$ cat config.mk
export PLATFORM = sky130hd
export DESIGN_NAME = pri_arbiter_16
export DESIGN_NICKNAME = d
export VERILOG_FILES = /design/src/rtl/pri_arb_pkg.sv /design/src/rtl/pri_encoder_16.sv /design/src/rtl/pri_arbiter_16.sv
export SDC_FILE = /design/constraint.sdc
export NUM_CORES = 1
export LEC_CHECK = 0
export CAP_MARGIN = 20
export CELL_PAD_IN_SITES_DETAIL_PLACEMENT = 2
export CELL_PAD_IN_SITES_GLOBAL_PLACEMENT = 2
export CORE_MARGIN = 2
export CORE_UTILIZATION = 32
export DETAILED_ROUTE_END_ITERATION = 7
export PLACE_DENSITY = 0.84
export RECOVER_POWER = 100
export SYNTH_ARGS = -nofsm -noshare
export SYNTH_HDL_FRONTEND = slang
export SYNTH_HIERARCHICAL = 1
export SYNTH_SLANG_ARGS = --single-unit
$ cat constraint.sdc
create_clock -name clk -period 2.5 [get_ports clk]
set_clock_uncertainty 0.05 [all_clocks]
set_input_delay 0.5 -clock clk [delete_from_list [all_inputs] [get_ports clk]]
set_output_delay 0.5 -clock clk [all_outputs]
set_load 0.05 [all_outputs]
$ cat src/rtl/pri_arb_pkg.sv
// pri_arb_pkg: shared constants and state encoding for the 16-requester arbiter
package pri_arb_pkg;
    localparam int NREQ = 16;
    localparam int IDW  = 4;
    typedef enum logic [1:0] {
        ST_IDLE  = 2'd0,
        ST_GRANT = 2'd1,
        ST_TURN  = 2'd2
    } state_t;
endpackage

$ cat src/rtl/pri_encoder_16.sv
// pri_encoder_16: combinational 16:4 lowest-set-bit priority encoder
// Ports: in (request bits), idx (index of lowest set bit), valid (any bit set)
module pri_encoder_16
    import pri_arb_pkg::*;
(
    input  logic [NREQ-1:0] in,
    output logic [IDW-1:0]  idx,
    output logic            valid
);
    // Scan from the top down so the lowest set bit is the last one written.
    always_comb begin
        idx = '0;
        for (int i = NREQ - 1; i >= 0; i--)
            if (in[i]) idx = IDW'(i);
    end
    assign valid = |in;
endmodule

$ cat src/rtl/pri_arbiter_16.sv
// pri_arbiter_16: 16-requester arbiter with hold timeout and one-cycle turnaround
// Ports: clk, reset_n (async active-low), enable (gates new grants), req[15:0],
//        done (owner release strobe), gnt[15:0] one-hot, gnt_id[3:0], gnt_valid,
//        timeout (one-cycle pulse on forced release).
// Build option: define PRI_ARBITER_ROUND_ROBIN_EN for rotating priority;
//               otherwise bit 0 always has highest priority.
module pri_arbiter_16
    import pri_arb_pkg::*;
#(
    parameter int MAX_HOLD = 64,
    parameter int CNT_W    = 16
) (
    input  logic            clk,
    input  logic            reset_n,
    input  logic            enable,
    input  logic [NREQ-1:0] req,
    input  logic            done,
    output logic [NREQ-1:0] gnt,
    output logic [IDW-1:0]  gnt_id,
    output logic            gnt_valid,
    output logic            timeout
);
    state_t           state;
    logic [CNT_W-1:0] cnt;
    logic [NREQ-1:0]  enc_in;
    logic [IDW-1:0]   enc_idx;
    logic             enc_valid;
    logic [IDW-1:0]   win_id;
    logic             at_limit;
    logic             rel;
    logic             forced;

`ifdef PRI_ARBITER_ROUND_ROBIN_EN
    logic [IDW-1:0] ptr;
    logic [IDW-1:0] start;
    // Rotate so the slot after the last owner lands on bit 0, then undo the rotation.
    assign start  = ptr + 1'b1;
    assign enc_in = NREQ'({req, req} >> start);
    assign win_id = enc_idx + start;
`else
    assign enc_in = req;
    assign win_id = enc_idx;
`endif

    pri_encoder_16 u_enc (
        .in    (enc_in),
        .idx   (enc_idx),
        .valid (enc_valid)
    );

    assign at_limit = cnt == CNT_W'(MAX_HOLD - 1);
    assign rel      = done || !req[gnt_id] || at_limit;
    // A release caused by done or withdrawal is never reported as a timeout.
    assign forced   = at_limit && !done && req[gnt_id];

    always_ff @(posedge clk or negedge reset_n) begin
        if (!reset_n) begin
            state     <= ST_IDLE;
            cnt       <= '0;
            gnt       <= '0;
            gnt_id    <= '0;
            gnt_valid <= 1'b0;
            timeout   <= 1'b0;
`ifdef PRI_ARBITER_ROUND_ROBIN_EN
            ptr       <= 4'd15;
`endif
        end else begin
            case (state)
                ST_IDLE: begin
                    timeout <= 1'b0;
                    if (enable && enc_valid) begin
                        state     <= ST_GRANT;
                        cnt       <= '0;
                        gnt       <= NREQ'(1) << win_id;
                        gnt_id    <= win_id;
                        gnt_valid <= 1'b1;
`ifdef PRI_ARBITER_ROUND_ROBIN_EN
                        ptr       <= win_id;
`endif
                    end
                end
                ST_GRANT: begin
                    if (rel) begin
                        state     <= ST_TURN;
                        cnt       <= '0;
                        gnt       <= '0;
                        gnt_valid <= 1'b0;
                        timeout   <= forced;
                    end else begin
                        cnt <= cnt + 1'b1;
                    end
                end
                ST_TURN: begin
                    state   <= ST_IDLE;
                    timeout <= 1'b0;
                end
                default: state <= ST_IDLE;
            endcase
        end
    end
endmodule

# After elaboration in Yosys (flattened, before gate mapping)
# Cells that the tools add are included.
[word_totals]
ff_bits = 40
latch_bits = 0
ram_bits = 0
rom_bits = 0
inputBits = 20
wordCells = 63
n_memories = 0
[op_classes]
n_addsub = 1
multipliers = 0
n_div = 0
magnitude_cmp = 1
n_eq_ne = 5
n_shift = 1
mux = 32
bitwise = 0
n_reduce_logical = 17
[ops]
columns = ["op", "count"]
rows = [
  ["2-to-1 mux 16 bit", 4],
  ["2-to-1 mux 4 bit", 16],
  ["one-hot mux 16 bit (2 select lines)", 2],
  ["adder 16 x 1 -> 16 bit (second input constant)", 1],
  ["equality test 16 x 6 -> 1 bit (second input constant)", 1],
  ["OR reduction 16 bit", 1],
  ["<< shifter 1 x 4 -> 16 bit (first input constant)", 1],
  ["AND reduction 2 bit", 4],
  ["less-than comparator 4 x 5 -> 1 bit (second input constant)", 1],
  ["binary-select mux 1 bit (select 4 bit)", 1],
  ["2-to-1 mux 1 bit", 4],
  ["2-to-1 mux 2 bit", 2],
  ["!= test 2 bit (second input constant)", 2],
  ["one-hot mux 1 bit (2 select lines)", 2],
  ["one-hot mux 2 bit (2 select lines)", 1],
  ["nonzero test 2 bit", 2],
  ["logical AND 1 bit", 3],
  ["AND reduction 3 bit", 1],
  ["equality test 2 x 1 -> 1 bit (second input constant)", 1],
  ["equality test 2 bit (second input constant)", 1],
  ["zero test 1 bit", 2],
  ["zero test 2 bit", 1],
  ["logical OR 1 bit", 2],
  ["OR reduction 2 bit", 1],
]

# Logic depth before layout (Yosys ltp)
[depth]
word_depth = 19
mapped_depth = 10

# Hierarchy
# Netlist, hierarchy kept.
[by_module_without_submodules]
columns = ["module", "n_inst", "cells_per_inst", "area_each_um2"]
rows = [
  ["pri_arbiter_16", 1, 193, 2060.7],
  ["pri_encoder_16", 1, 34, 176.4],
]

# Least setup slack after synthesis
# No wires, ideal clock.
[synth_path]
path_kind = "input to register"
from = "input port req[4]"
to = "register cnt[6]"
setup_time_ns = 0.066
t_arrival_ns = 2.393
setup_slack_ns = -0.009
cell_stages = 10
n_path_buf = 2
path_cell_list = "nor4_2 -> nand3_1 -> or3_1 -> nand2_1 -> or3_1 -> clkbuf_1 -> nand3_2 -> clkbuf_1 -> o41ai_1 -> a31o_1"
[synth_rtl]
columns = ["item", "line", "rtl"]
rows = [
  ["from (decl)", "pri_arbiter_16.sv:16", "input logic [NREQ-1:0] req,"],
  ["OR reduction 16 bit", "pri_encoder_16.sv:16", "assign valid = |in;"],
  ["named net enc_valid", "pri_arbiter_16.sv:27", "logic enc_valid;"],
  ["logical AND 1 bit", "pri_arbiter_16.sv:71", "if (enable && enc_valid) begin"],
  ["!= test 2 bit (no line)", "--", ""],
  ["AND reduction 2 bit (no line)", "--", ""],
  ["to (signal assigned)", "pri_arbiter_16.sv:90", "cnt <= cnt + 1'b1;"],
  ["to (decl)", "pri_arbiter_16.sv:24", "logic [CNT_W-1:0] cnt;"],
]
# The timed path passes the listed nets, and every way through them passes these cells. The select of a mux whose other input is x is not followed.
# A chain may end at the register's enable or synchronous reset.

# Worst setup path after layout
[layout_path]
from = "input port req[7]"
to = "register cnt[6]"
# The elaborated chain is that of the path after synthesis.

==> flow_summary.ini <==
[outcome]
status = finished, violations left
violations = setup timing

[global_routing]
grtUsageTotal = 0.248
grt_pass1_vias = 2469
antenna_found_initial = 0
grt_pass1_wl_um = 14300
grt_start_max_net_pins = 23
grt-ovfl-total = 0

[cts]
cts.sinks = 40
clkTransAtPathRegs_ps = 110
cts-root-buf = clkbuf_8
clk_latency_ps = 330
numCtsBuffers = 5
cts.path.max_buffers = 2
h-tree-depth = 2
cts_tree = built

[critical_path]
rr_worst_depth = 7
r2r-start = gnt_id[0]$_DFFE_PN0P_
cpPeakStageDelay_ps = 440
cp_common_cell = or3_4
critPathArrivalTime_ps = 2760
r2r_end = cnt[6]$_DFFE_PN0P_
slowest_stage = or3_4
worstPathRequired_ps = 2690
crit_path_start_kind = primary input
cp_max_fo = 6
r2r_setup_slack_ps = 50
endpoint_kind = register
crit_type = primary input to register
worstPathCellList = dlygate4sd2_1 -> nor4_2 -> nand3_2 -> or3_4 -> nand2_2 -> or3_4 -> nand3_4 -> buf_4 -> o41ai_4 -> a31o_1

[synthesis]
synth-seq-cells = 40
synth_commonest_cells = dfrtp_1, nand2_1, nor2_1
synth_area_um2 = 2240
synth_cell_types = 46
syn_nets = 248
synth_edf_count = 0
syn_inst = 227
yosysWarnings = 6
synth_top_cell_by_area = dfrtp_1
synth.most_common_cell = dfrtp_1
ys.flop_type = dfrtp_1
ys_seq_area_frac = 0.447
synth_top_area_frac = 0.447
syn_avg_cell_area_um2 = 9.86
async_reset_ff_frac = 1.00
synthTopCellsByArea = dfrtp_1, nand2_1, a22o_1

[placement]
dpl.hpwl_um = 5930
gp_congestion = 0.819
io_buffer_count = 41

[floorplan]
dieWidth_um = 87.6
core_area_um2 = 6790
dieHeight_um = 87.6
rows = 30
initial_core_util = 0.329
die_area_um2 = 7680
io_pins = 42

[sta]
clock.fmax_ghz = 0.390
setup_ws_ps = -66.2
setup_viol = 5
finalSetupTns_ps = -154
maxSlewHeadroom = 0.185
timing.final.crit_share = 1.03
worstMarginPinSlew_ps = 1220
drv_slew = 0
finalHoldViolations = 0
min_period_ps = 2570

[power_and_ir_drop]
vdd_drop_max_uv = 336
power.density_nw_per_um2 = 816
leakage_nw = 1.64

[finish]
drive_gt1_frac = 0.329
synthToLayoutAreaGrowth_pct = 51.2
multi_input_area_um2 = 1300
seq_area_um2 = 1000
nFillCells = 700
final_util = 0.498
nets = 336
diodes = 0

[routing]
vias_per_cell = 5.75
drt-initial-drc-count = 146
drc = 0
dr.pass1.iters = 4
num_vias = 2367
wl_um = 10600
ant_nets = 0
wl_per_cell_um = 25.7

[flow_run]
drv_cap = 0

[hold_path]
hp-class = primary input to asynchronous set/reset pin
[report_power, final]
| part | internal, mW | switching, mW | leakage [nW] | total (mW) |
|---|---|---|---|---|
| clock | 0.302 | 0.288 | 0.0548 | 0.589 |
| sequential | 0.720 | 0.125 | 0.546 | 0.844 |
| combinational | 0.540 | 0.789 | 1.03 | 1.33 |
[state kept, by name, indices dropped and copies added (netlist names)]
| register | cells |
|---|---|
| gnt_valid | 1 |
| gnt_id | 4 |
| gnt | 16 |
| cnt | 16 |
| state | 2 |
| timeout | 1 |
[stage by stage]
step	hold WS (ps)	setup slack (ps)	power [mW]	cell area [um2]	std cells
global placement	423	-368	1.88	3020	395
global route	413	-134	2.87	3380	412
floorplan	154	18.3	1.47	2240	227
detailed placement	448	-492	1.93	3020	395
finish	358	-66.2	2.76	3380	412
CTS	112	-3.63	2.60	3240	408
[kinds of logic after synthesis]
logic type                 share of synthesized area
AOI/OAI and AO/OA                              0.230
xor gates and xnor gates                     0.00392
adders and majority gates                    0.00559
muxes                                         0.0380
and+or+nand+nor                                0.240
buffers and inverters                         0.0352
DFF                                            0.447
[repair_timing]
| item | in CTS | in global routing |
|---|---|---|
| buffers inserted | 5 | 4 |
| gates resized for setup | 13 | 31 |
| setup endpoints to repair | 33 | 34 |
| hold buffers | 0 | 0 |
| pin swaps | 5 | 10 |
[metal layers]
metal | wire, um | vias up | global-route usage
li1 | - | 1032 | -
met1 | 4620 | 1240 | 0.318
met2 | 5340 | 73 | 0.432
met3 | 337 | 22 | 0.0386
met4 | 284 | 0 | 0.0727
met5 | 0 | - | 0
[final cells by class]
class | instances | area share
Clock inverter | 3 | 0.0137
Sequential cell | 40 | 0.297
Timing Repair Buffer | 89 | 0.243
Inverter | 6 | 0.00666
Multi-Input combinational cell | 173 | 0.384
Tap cell | 96 | 0.0355
Clock buffer | 5 | 0.0203
[worst max-delay path, delay by kind of cell]
kind / cells / cell delay, ps
buffers and inverters: 2 / 470
and+or+nand+nor: 6 / 1350
AOI/OAI and AO/OA: 2 / 440
[how the worst max path moves through the flow]
stage                 from             endpoint  slack (ps)  cells past startpoint
finish              req[7]   cnt[6]$_DFFE_PN0P_         -70                     10
global route        req[7]   cnt[6]$_DFFE_PN0P_        -130                     10
CTS                 req[4]   cnt[3]$_DFFE_PN0P_          -4                     10
detailed placement  req[4]   gnt[2]$_DFFE_PN0P_        -490                      9
global placement    req[4]  cnt[13]$_DFFE_PN0P_        -370                     10
floorplan           req[4]   cnt[6]$_DFFE_PN0P_          20                     10
[cell usage in the layout, fill, tap and decap left out, drive strengths merged, types with 2 or more instances in the layout]
master / instances
mux2i: 4
nor4b: 2
nor4: 5
a21oi: 4
nand3: 10
a32o: 4
a31oi: 2
a211oi: 2
dlygate4sd2: 2
nor3: 12
dlygate4sd3: 18
buf: 47
dlymetal6s2s: 9
a221o: 4
a22o: 19
clkbuf: 7
or3: 6
and3: 5
dfrtp: 40
a31o: 2
o31ai: 6
inv: 7
o41ai: 2
nor2b: 5
nand2: 31
mux4: 2
o21ai: 7
nor2: 24
a21o: 4
clkdlybuf4s50: 11
(Power assumes the default switching activity.)
